[src/rtl/sorted_value_router_if.sv]
// Operation handshake and status bundle for sorted_value_router.
// The master drives operations; the slave (the router) returns completion and status.
interface sorted_value_router_if #(
    parameter int DATA_W = 32,
    parameter int CNT_W  = 5
);
    logic              op_valid;
    logic [1:0]        op;
    logic [DATA_W-1:0] op_data;
    logic              op_ready;
    logic              done;
    logic              result;
    logic [DATA_W-1:0] data_out;
    logic [DATA_W-1:0] min_out;
    logic [CNT_W-1:0]  count;
    logic              full;
    logic              empty;
    logic [CNT_W-1:0]  last_addr;

    modport master (
        output op_valid, op, op_data,
        input  op_ready, done, result, data_out, min_out, count, full, empty, last_addr
    );

    modport slave (
        input  op_valid, op, op_data,
        output op_ready, done, result, data_out, min_out, count, full, empty, last_addr
    );
endinterface

[src/rtl/sorted_value_router.sv]
// Ascending sorted register array with multi-cycle insert (walk down) and remove-min (shift up).
// Optional macro SORTED_ROUTER_DROP_MAX_EN: insert on full evicts the current maximum.
module sorted_value_router #(
    parameter int DATA_W = 32,
    parameter int DEPTH  = 16,
    parameter int CNT_W  = $clog2(DEPTH + 1)
) (
    input logic                  clk,
    input logic                  rst,
    sorted_value_router_if.slave rtr_if
);
    localparam int IDX_W = $clog2(DEPTH);

    typedef logic [IDX_W-1:0]  idx_t;
    typedef logic [DATA_W-1:0] data_t;

    typedef enum logic [1:0] {S_IDLE, S_INSERT, S_REMOVE, S_FINISH} state_e;
    typedef enum logic [1:0] {
        OP_INSERT = 2'b00,
        OP_REMOVE = 2'b01,
        OP_CLEAR  = 2'b10,
        OP_RSVD   = 2'b11
    } op_e;

    localparam data_t            SENTINEL = '1;
    localparam logic [CNT_W-1:0] DEPTH_C  = CNT_W'(DEPTH);

    state_e           state_q;
    data_t            entry_q [DEPTH];
    logic [CNT_W-1:0] count_q;
    idx_t             idx_q;
    data_t            val_q;
    logic             grow_q;
    logic             done_q;
    logic             result_q;
    data_t            data_out_q;

    logic             full_d;
    logic             empty_d;
    logic [CNT_W-1:0] last_addr_d;
    idx_t             last_idx_d;
    logic             walk_gt_d;
    logic             walk_end_d;

    assign empty_d     = (count_q == '0);
    assign full_d      = (count_q == DEPTH_C);
    assign last_addr_d = empty_d ? '0 : count_q - 1'b1;
    assign last_idx_d  = idx_t'(last_addr_d);
    assign walk_gt_d   = entry_q[idx_q] > val_q;
    // Remove shift ends once entry[count-2] has taken entry[count-1] (or at once for one entry).
    assign walk_end_d  = (CNT_W'(idx_q) + CNT_W'(2)) >= count_q;

    // NOTE: every register here, including the storage array, is written with non-blocking
    // assignments so each compare in a cycle sees the pre-edge contents of the array.
    always_ff @(posedge clk) begin
        if (rst) begin
            // NOTE: the array is reset because unused slots must read as the all-ones sentinel.
            for (int i = 0; i < DEPTH; i++) entry_q[i] <= SENTINEL;
            state_q    <= S_IDLE;
            count_q    <= '0;
            idx_q      <= '0;
            val_q      <= '0;
            grow_q     <= 1'b0;
            done_q     <= 1'b0;
            result_q   <= 1'b0;
            data_out_q <= '0;
        end else begin
            case (state_q)
                S_IDLE: begin
                    if (rtr_if.op_valid) begin
                        case (op_e'(rtr_if.op))
                            OP_INSERT: begin
                                val_q  <= rtr_if.op_data;
                                grow_q <= 1'b1;
                                if (empty_d) begin
                                    entry_q[0] <= rtr_if.op_data;
                                    count_q    <= count_q + 1'b1;
                                    state_q    <= S_FINISH;
                                    done_q     <= 1'b1;
                                    result_q   <= 1'b1;
                                end else if (!full_d) begin
                                    idx_q   <= last_idx_d;
                                    state_q <= S_INSERT;
                                end else begin
`ifdef SORTED_ROUTER_DROP_MAX_EN
                                    if (rtr_if.op_data < entry_q[DEPTH-1]) begin
                                        data_out_q <= entry_q[DEPTH-1];
                                        grow_q     <= 1'b0;
                                        idx_q      <= idx_t'(DEPTH - 2);
                                        state_q    <= S_INSERT;
                                    end else begin
                                        data_out_q <= rtr_if.op_data;
                                        result_q   <= 1'b0;
                                        done_q     <= 1'b1;
                                        state_q    <= S_FINISH;
                                    end
`else
                                    data_out_q <= rtr_if.op_data;
                                    result_q   <= 1'b0;
                                    done_q     <= 1'b1;
                                    state_q    <= S_FINISH;
`endif
                                end
                            end
                            OP_REMOVE: begin
                                if (empty_d) begin
                                    data_out_q <= SENTINEL;
                                    result_q   <= 1'b0;
                                    done_q     <= 1'b1;
                                    state_q    <= S_FINISH;
                                end else begin
                                    data_out_q <= entry_q[0];
                                    idx_q      <= '0;
                                    state_q    <= S_REMOVE;
                                end
                            end
                            OP_CLEAR: begin
                                for (int i = 0; i < DEPTH; i++) entry_q[i] <= SENTINEL;
                                count_q    <= '0;
                                data_out_q <= '0;
                                result_q   <= 1'b1;
                                done_q     <= 1'b1;
                                state_q    <= S_FINISH;
                            end
                            default: begin
                                data_out_q <= '0;
                                result_q   <= 1'b0;
                                done_q     <= 1'b1;
                                state_q    <= S_FINISH;
                            end
                        endcase
                    end
                end
                S_INSERT: begin
                    if (walk_gt_d) begin
                        entry_q[idx_q + 1'b1] <= entry_q[idx_q];
                        if (idx_q == '0) entry_q[0] <= val_q;
                        else             idx_q      <= idx_q - 1'b1;
                    end else begin
                        entry_q[idx_q + 1'b1] <= val_q;
                    end
                    if (!walk_gt_d || idx_q == '0) begin
                        if (grow_q) count_q <= count_q + 1'b1;
                        result_q <= 1'b1;
                        done_q   <= 1'b1;
                        state_q  <= S_FINISH;
                    end
                end
                S_REMOVE: begin
                    entry_q[idx_q] <= entry_q[idx_q + 1'b1];
                    if (walk_end_d) begin
                        entry_q[last_idx_d] <= SENTINEL;
                        count_q  <= count_q - 1'b1;
                        result_q <= 1'b1;
                        done_q   <= 1'b1;
                        state_q  <= S_FINISH;
                    end else begin
                        idx_q <= idx_q + 1'b1;
                    end
                end
                S_FINISH: begin
                    done_q  <= 1'b0;
                    state_q <= S_IDLE;
                end
                default: state_q <= S_IDLE;
            endcase
        end
    end

    assign rtr_if.op_ready  = (state_q == S_IDLE) && !rst;
    assign rtr_if.done      = done_q;
    assign rtr_if.result    = result_q;
    assign rtr_if.data_out  = data_out_q;
    assign rtr_if.min_out   = entry_q[0];
    assign rtr_if.count     = count_q;
    assign rtr_if.full      = full_d;
    assign rtr_if.empty     = empty_d;
    assign rtr_if.last_addr = last_addr_d;
endmodule
[src/flat_wrapper.sv]
// flat-port wrapper written by rule: the top's interface ports become plain ports
module sorted_value_router_flat 
#(
    parameter int DATA_W = 32,
    parameter int DEPTH  = 16,
    parameter int CNT_W  = $clog2(DEPTH + 1)
)
  (clk, rst, rtr_if_op_valid, rtr_if_op, rtr_if_op_data, rtr_if_op_ready, rtr_if_done, rtr_if_result, rtr_if_data_out, rtr_if_min_out, rtr_if_count, rtr_if_full, rtr_if_empty, rtr_if_last_addr);
  sorted_value_router_if #(.DATA_W(DATA_W), .CNT_W(CNT_W)) rtr_if_i ();
  input logic clk;
  input logic rst;
  input wire logic [$bits(rtr_if_i.op_valid)-1:0] rtr_if_op_valid;
  input wire logic [$bits(rtr_if_i.op)-1:0] rtr_if_op;
  input wire logic [$bits(rtr_if_i.op_data)-1:0] rtr_if_op_data;
  output wire logic [$bits(rtr_if_i.op_ready)-1:0] rtr_if_op_ready;
  output wire logic [$bits(rtr_if_i.done)-1:0] rtr_if_done;
  output wire logic [$bits(rtr_if_i.result)-1:0] rtr_if_result;
  output wire logic [$bits(rtr_if_i.data_out)-1:0] rtr_if_data_out;
  output wire logic [$bits(rtr_if_i.min_out)-1:0] rtr_if_min_out;
  output wire logic [$bits(rtr_if_i.count)-1:0] rtr_if_count;
  output wire logic [$bits(rtr_if_i.full)-1:0] rtr_if_full;
  output wire logic [$bits(rtr_if_i.empty)-1:0] rtr_if_empty;
  output wire logic [$bits(rtr_if_i.last_addr)-1:0] rtr_if_last_addr;
  assign rtr_if_i.op_valid = rtr_if_op_valid;
  assign rtr_if_i.op = rtr_if_op;
  assign rtr_if_i.op_data = rtr_if_op_data;
  assign rtr_if_op_ready = rtr_if_i.op_ready;
  assign rtr_if_done = rtr_if_i.done;
  assign rtr_if_result = rtr_if_i.result;
  assign rtr_if_data_out = rtr_if_i.data_out;
  assign rtr_if_min_out = rtr_if_i.min_out;
  assign rtr_if_count = rtr_if_i.count;
  assign rtr_if_full = rtr_if_i.full;
  assign rtr_if_empty = rtr_if_i.empty;
  assign rtr_if_last_addr = rtr_if_i.last_addr;
  sorted_value_router #(.DATA_W(DATA_W), .DEPTH(DEPTH), .CNT_W(CNT_W)) u_core (.clk(clk), .rst(rst), .rtr_if(rtr_if_i));
endmodule
[config.mk]
export PLATFORM = sky130hd
export DESIGN_NAME = sorted_value_router_flat
export DESIGN_NICKNAME = d
export VERILOG_FILES = /design/src/rtl/sorted_value_router_if.sv /design/src/rtl/sorted_value_router.sv /design/src/flat_wrapper.sv
export SDC_FILE = /design/constraint.sdc
export NUM_CORES = 2
export LEC_CHECK = 0
export ABC_AREA = 1
export CORE_MARGIN = 4
export CORE_UTILIZATION = 26
export CTS_BUF_LIST = sky130_fd_sc_hd__clkbuf_4
export CTS_CLUSTER_SIZE = 25
export DETAILED_ROUTE_END_ITERATION = 6
export PLACE_DENSITY_LB_ADDON = 0.2
export SLEW_MARGIN = 20
export SYNTH_ARGS = -nofsm -noshare
export SYNTH_HDL_FRONTEND = slang
export SYNTH_SLANG_ARGS = --single-unit
[constraint.sdc]
create_clock -name clk -period 3.7 [get_ports clk]
set_input_delay 0.74 -clock clk [delete_from_list [all_inputs] [get_ports clk]]
set_output_delay 0.74 -clock clk [all_outputs]
set_load 0.01 [all_outputs]
==> run summary <==
The gate count after technology mapping came out at 6,341. Relative to the synthesized area, the layout overhead comes to 23.5%. The DRC violation count after routing is 0. The number of buffers inserted by port buffering is around 120. The routed design has about 190,000 µm of wire.

The core outline area came out at 146,000 µm². The worst-case register-to-register setup slack came out at -0.17 ns. The run finished, with violations left.

Counting along the longest clock path gives a buffer depth of 3. The congestion estimate from routability-driven global placement came to 0.870. The number of unique standard cell types used by synthesis is 47. Traced cell by cell, the critical path runs through buf_12 -> buf_4 -> a21oi_1 -> o21ai_0 -> nand2_1 -> o221ai_2 -> buf_4 -> nand2_1 -> ha_1 -> nand2_1 -> nor3_2 -> buf_4 -> and3_4 -> nand3b_1 -> nand2_4 -> inv_4 -> nand2_4 -> nand4_1 -> buf_4 -> buf_4 -> nand2_1 -> nand2_1 -> nor2_2.

The number of top-level design ports is approximately 120. The peak supply drop is between 0.6 and 0.7 mV. The floorplan die width came out at 392 µm. The final critical-path required period came out at a little under 4 ns. The number of buffer and inverter instances along the worst setup path is 7. The y dimension of the die came out at ~390 µm.

Once routing completed, OpenROAD measured the worst setup slack at -0.174 ns. The pin count of the biggest net entering global routing is about 140. The ratio of final minimum period to clock period came out at 105%.

The final number of setup-violating endpoints came out at 520. TritonCTS created 172 clock buffers. The worst relative slew slack is around 32%. The power density over the cells is between 1000 and 1500 nW/µm². The total number of placement rows came out at 140.

For this run, the register share of the synthesized area comes to a little under a third. The number of global-route vias before repair came to ~42,000. The transition time of the tightest slew-check pin came out at approximately 1.0 ns. The reported leakage power is ~24 nW.

In the routed layout, each cell is associated on average with a via count of about 5.2. Once the floorplan was initialized, standard cells occupied between 20% and 30% of the core. The worst hold margin is about 0.19 ns. The HPWL reported at the end of detailed placement is approximately 130,000 µm. In the global route stage, overall resource usage came out at between 20% and 30%.

The final layout contains 6,660 nets. The worst hold path belongs to the class input pin to flop. The final worst clock skew came out at a little over 0.09 ns. The initial DRC count came out at around 4,400. The number of warnings printed during yosys synthesis came out at 0. The arrival time of data at the critical path endpoint came out at between 4 and 5 ns. For this design, the slowest cell found on the critical path is dfxtp_4. The worst setup path is captured at a flop. TritonCTS built the clock tree. The delay of the slowest critical-path stage came out at about 0.46 ns.

The count of H-tree levels built during CTS came out at 4. Synthesis inferred between 500 and 600 register bits. The average size of a mapped cell is around 6.1 µm².

The clock net sink count is a little under 600. The total count of max-transition violations in the final report came to 0. STA classifies the critical path startpoint as a flop. The global-route wire length before repair is roughly 280,000 µm. The total via count in the routed design came out at between 40,000 and 50,000. The area of the die came out at ~150,000 µm². The top achievable clock speed is ~260 MHz.

Clock-pin slew was measured on the worst setup and hold paths at roughly 0.07 ns. The critical path is of the flop to flop type. Summed over all layers, the global routing overflow is 0. The max-capacitance violation count is 0. The number of antenna violations at the first check in global routing is 4. The net count after synthesis came out at ~6,400. The family with the most delay on the worst path is simple AND/OR/NAND/NOR gates. The root buffer cell is clkbuf_4. The hold violation total from the final report came to 0. The pre-antenna-repair detailed-routing pass consisted of 6 iterations. After layout, the design draws a total of between 0.04 and 0.05 W. Of all nets on the critical path, the largest fanout is 12. Data on the critical path is required at its endpoint by 4.76 ns. The later-pin clock latency in the skew report came out at 1.22 ns. The final reports fail on setup timing.

Setup repair after global routing could not meet its margin everywhere. The worst setup timing slack at the placement stage is -0.419 ns. The mapped netlist covers between 30,000 and 40,000 µm². The average detailed-routed wire length per instance is 22.2 µm.

Of the cells placed in the final design, the portion with a size suffix greater than 1 is about 14%. The remaining antenna violation count is 0.
[kinds of logic (layout without fill, tap and decap cells)]
kind of cell | after synthesis | after routing | synth area share (%)
XOR/XNOR | 7 | 7 | 0.160
flip-flops | 594 | 594 | 30.9
AO/OA/AOI/OAI | 1640 | 1640 | 22.6
AND/OR/NAND/NOR | 2637 | 2637 | 29.9
other | 0 | 12 | 0
adder cells (fa/ha/maj) | 53 | 53 | 1.73
buffers and inverters | 1410 | 1743 | 14.7
[layout by cell type, fill, tap and decap left out, drive strengths merged]
cell type	n
nand2	1646
or2	40
inv	900
dfxtp	594
a211oi	14
nor2	137
xnor2	2
nand3	765
a221oi	32
o211ai	1
o221ai	65
o21ai	849
nand4	39
clkbuf	249
diode	12
o21a	3
a21o	2
o22ai	7
clkinv	34
o31ai	3
o311ai	1
dlygate4sd2	7
xor2	5
ha	53
a21oi	661
nand3b	1
and3	1
bufinv	4
a31oi	1
bufbuf	2
clkdlybuf4s50	108
a21boi	1
nor3	8
buf	439
[final timing paths]
kind                                      startpoint                      to  cells after the start
worst min-delay path              rtr_if_op_data[14]        u_core.val_q[14]                      3
worst min register to register  u_core.rtr_if.result    u_core.rtr_if.result                      2
worst max register to register                  flop  u_core.rtr_if.count[3]                     23
worst max-delay path                            flop  u_core.rtr_if.count[3]                     23
[routing by layer]
metal  global-route usage, %  vias to the layer above  share of wire, %
met5                       0                        -                 0
met4                    9.73                        0               4.0
met3                    3.83                      396               7.3
met2                    38.8                     1872                45
met1                    31.9                    21000                43
li1                        -                    21100                 -
[state kept, by name, indices dropped and copies added (netlist names), named ones only]
name	count
u_core.idx_q	4
u_core.rtr_if.data_out	32
u_core.grow_q	1
u_core.rtr_if.count	5
u_core.rtr_if.result	1
u_core.val_q	32
u_core.state_q	2
u_core.entry_q	512
u_core.rtr_if.done	1
[worst min-delay path, cell delays in order]
cell             delay (ns)
clkdlybuf4s50_1        0.43
inv_1                  0.08
a21oi_1                0.05
[what timing repair did]
item / 4_1_cts / 5_1_grt
hold buffers: 0 / 0
endpoints found under the setup margin: 536 / 529
gates resized for setup: 117 / 60
pin swaps: 14 / 8
buffers inserted: 7 / 1
cloned: 5 / 1
[cell type report]
type	count	area [µm²]
Sequential cell	594	11900
Tap cell	1917	2400
Inverter	907	3430
Antenna cell	12	30.0
Timing Repair Buffer	557	6200
Fill cell	16100	98800
Clock inverter	30	229
Clock buffer	248	1860
Multi-Input combinational cell	4337	21400
Timing Repair inverter	1	6.26
[synth_stat cells (all sizes together)]
master	count	area [µm²]
a211oi	14	105
a21boi	1	7.51
a21o	2	15.0
a21oi	661	3310
a221oi	32	280
a31oi	1	6.26
and3	1	6.26
buf	282	1400
clkbuf	221	830
clkinv	14	52.6
dfxtp	594	11900
ha	53	663
inv	893	3360
nand2	1646	6190
nand3	765	3930
nand3b	1	7.51
nand4	39	244
nor2	137	790
nor3	8	55.1
o211ai	1	7.51
o21a	3	22.5
o21ai	849	4280
o221ai	65	569
o22ai	7	43.8
o311ai	1	16.3
o31ai	3	37.5
or2	40	250
xnor2	2	17.5
xor2	5	43.8
[power breakdown]
group	switching [W]	leakage [nW]	total [W]	internal, W
Combinational	0.0214	17.5	0.0332	0.0119
Clock	0.00324	1.26	0.00654	0.00330
Sequential	0.000764	4.91	0.00829	0.00752
[stage by stage]
stage	cell area (µm²)	setup TNS [ns]	utilization [%]	cells
final	47500	-31.97	32.4	8603
after global routing	47500	-126.45	32.4	8601
after global placement	44500	-128.61	30.4	8299
after CTS	47200	-12.96	32.2	8589
after floorplan	38400	0	-	6341
after detailed placement	44500	-120.35	30.4	8299
(Power assumes the default switching activity.)
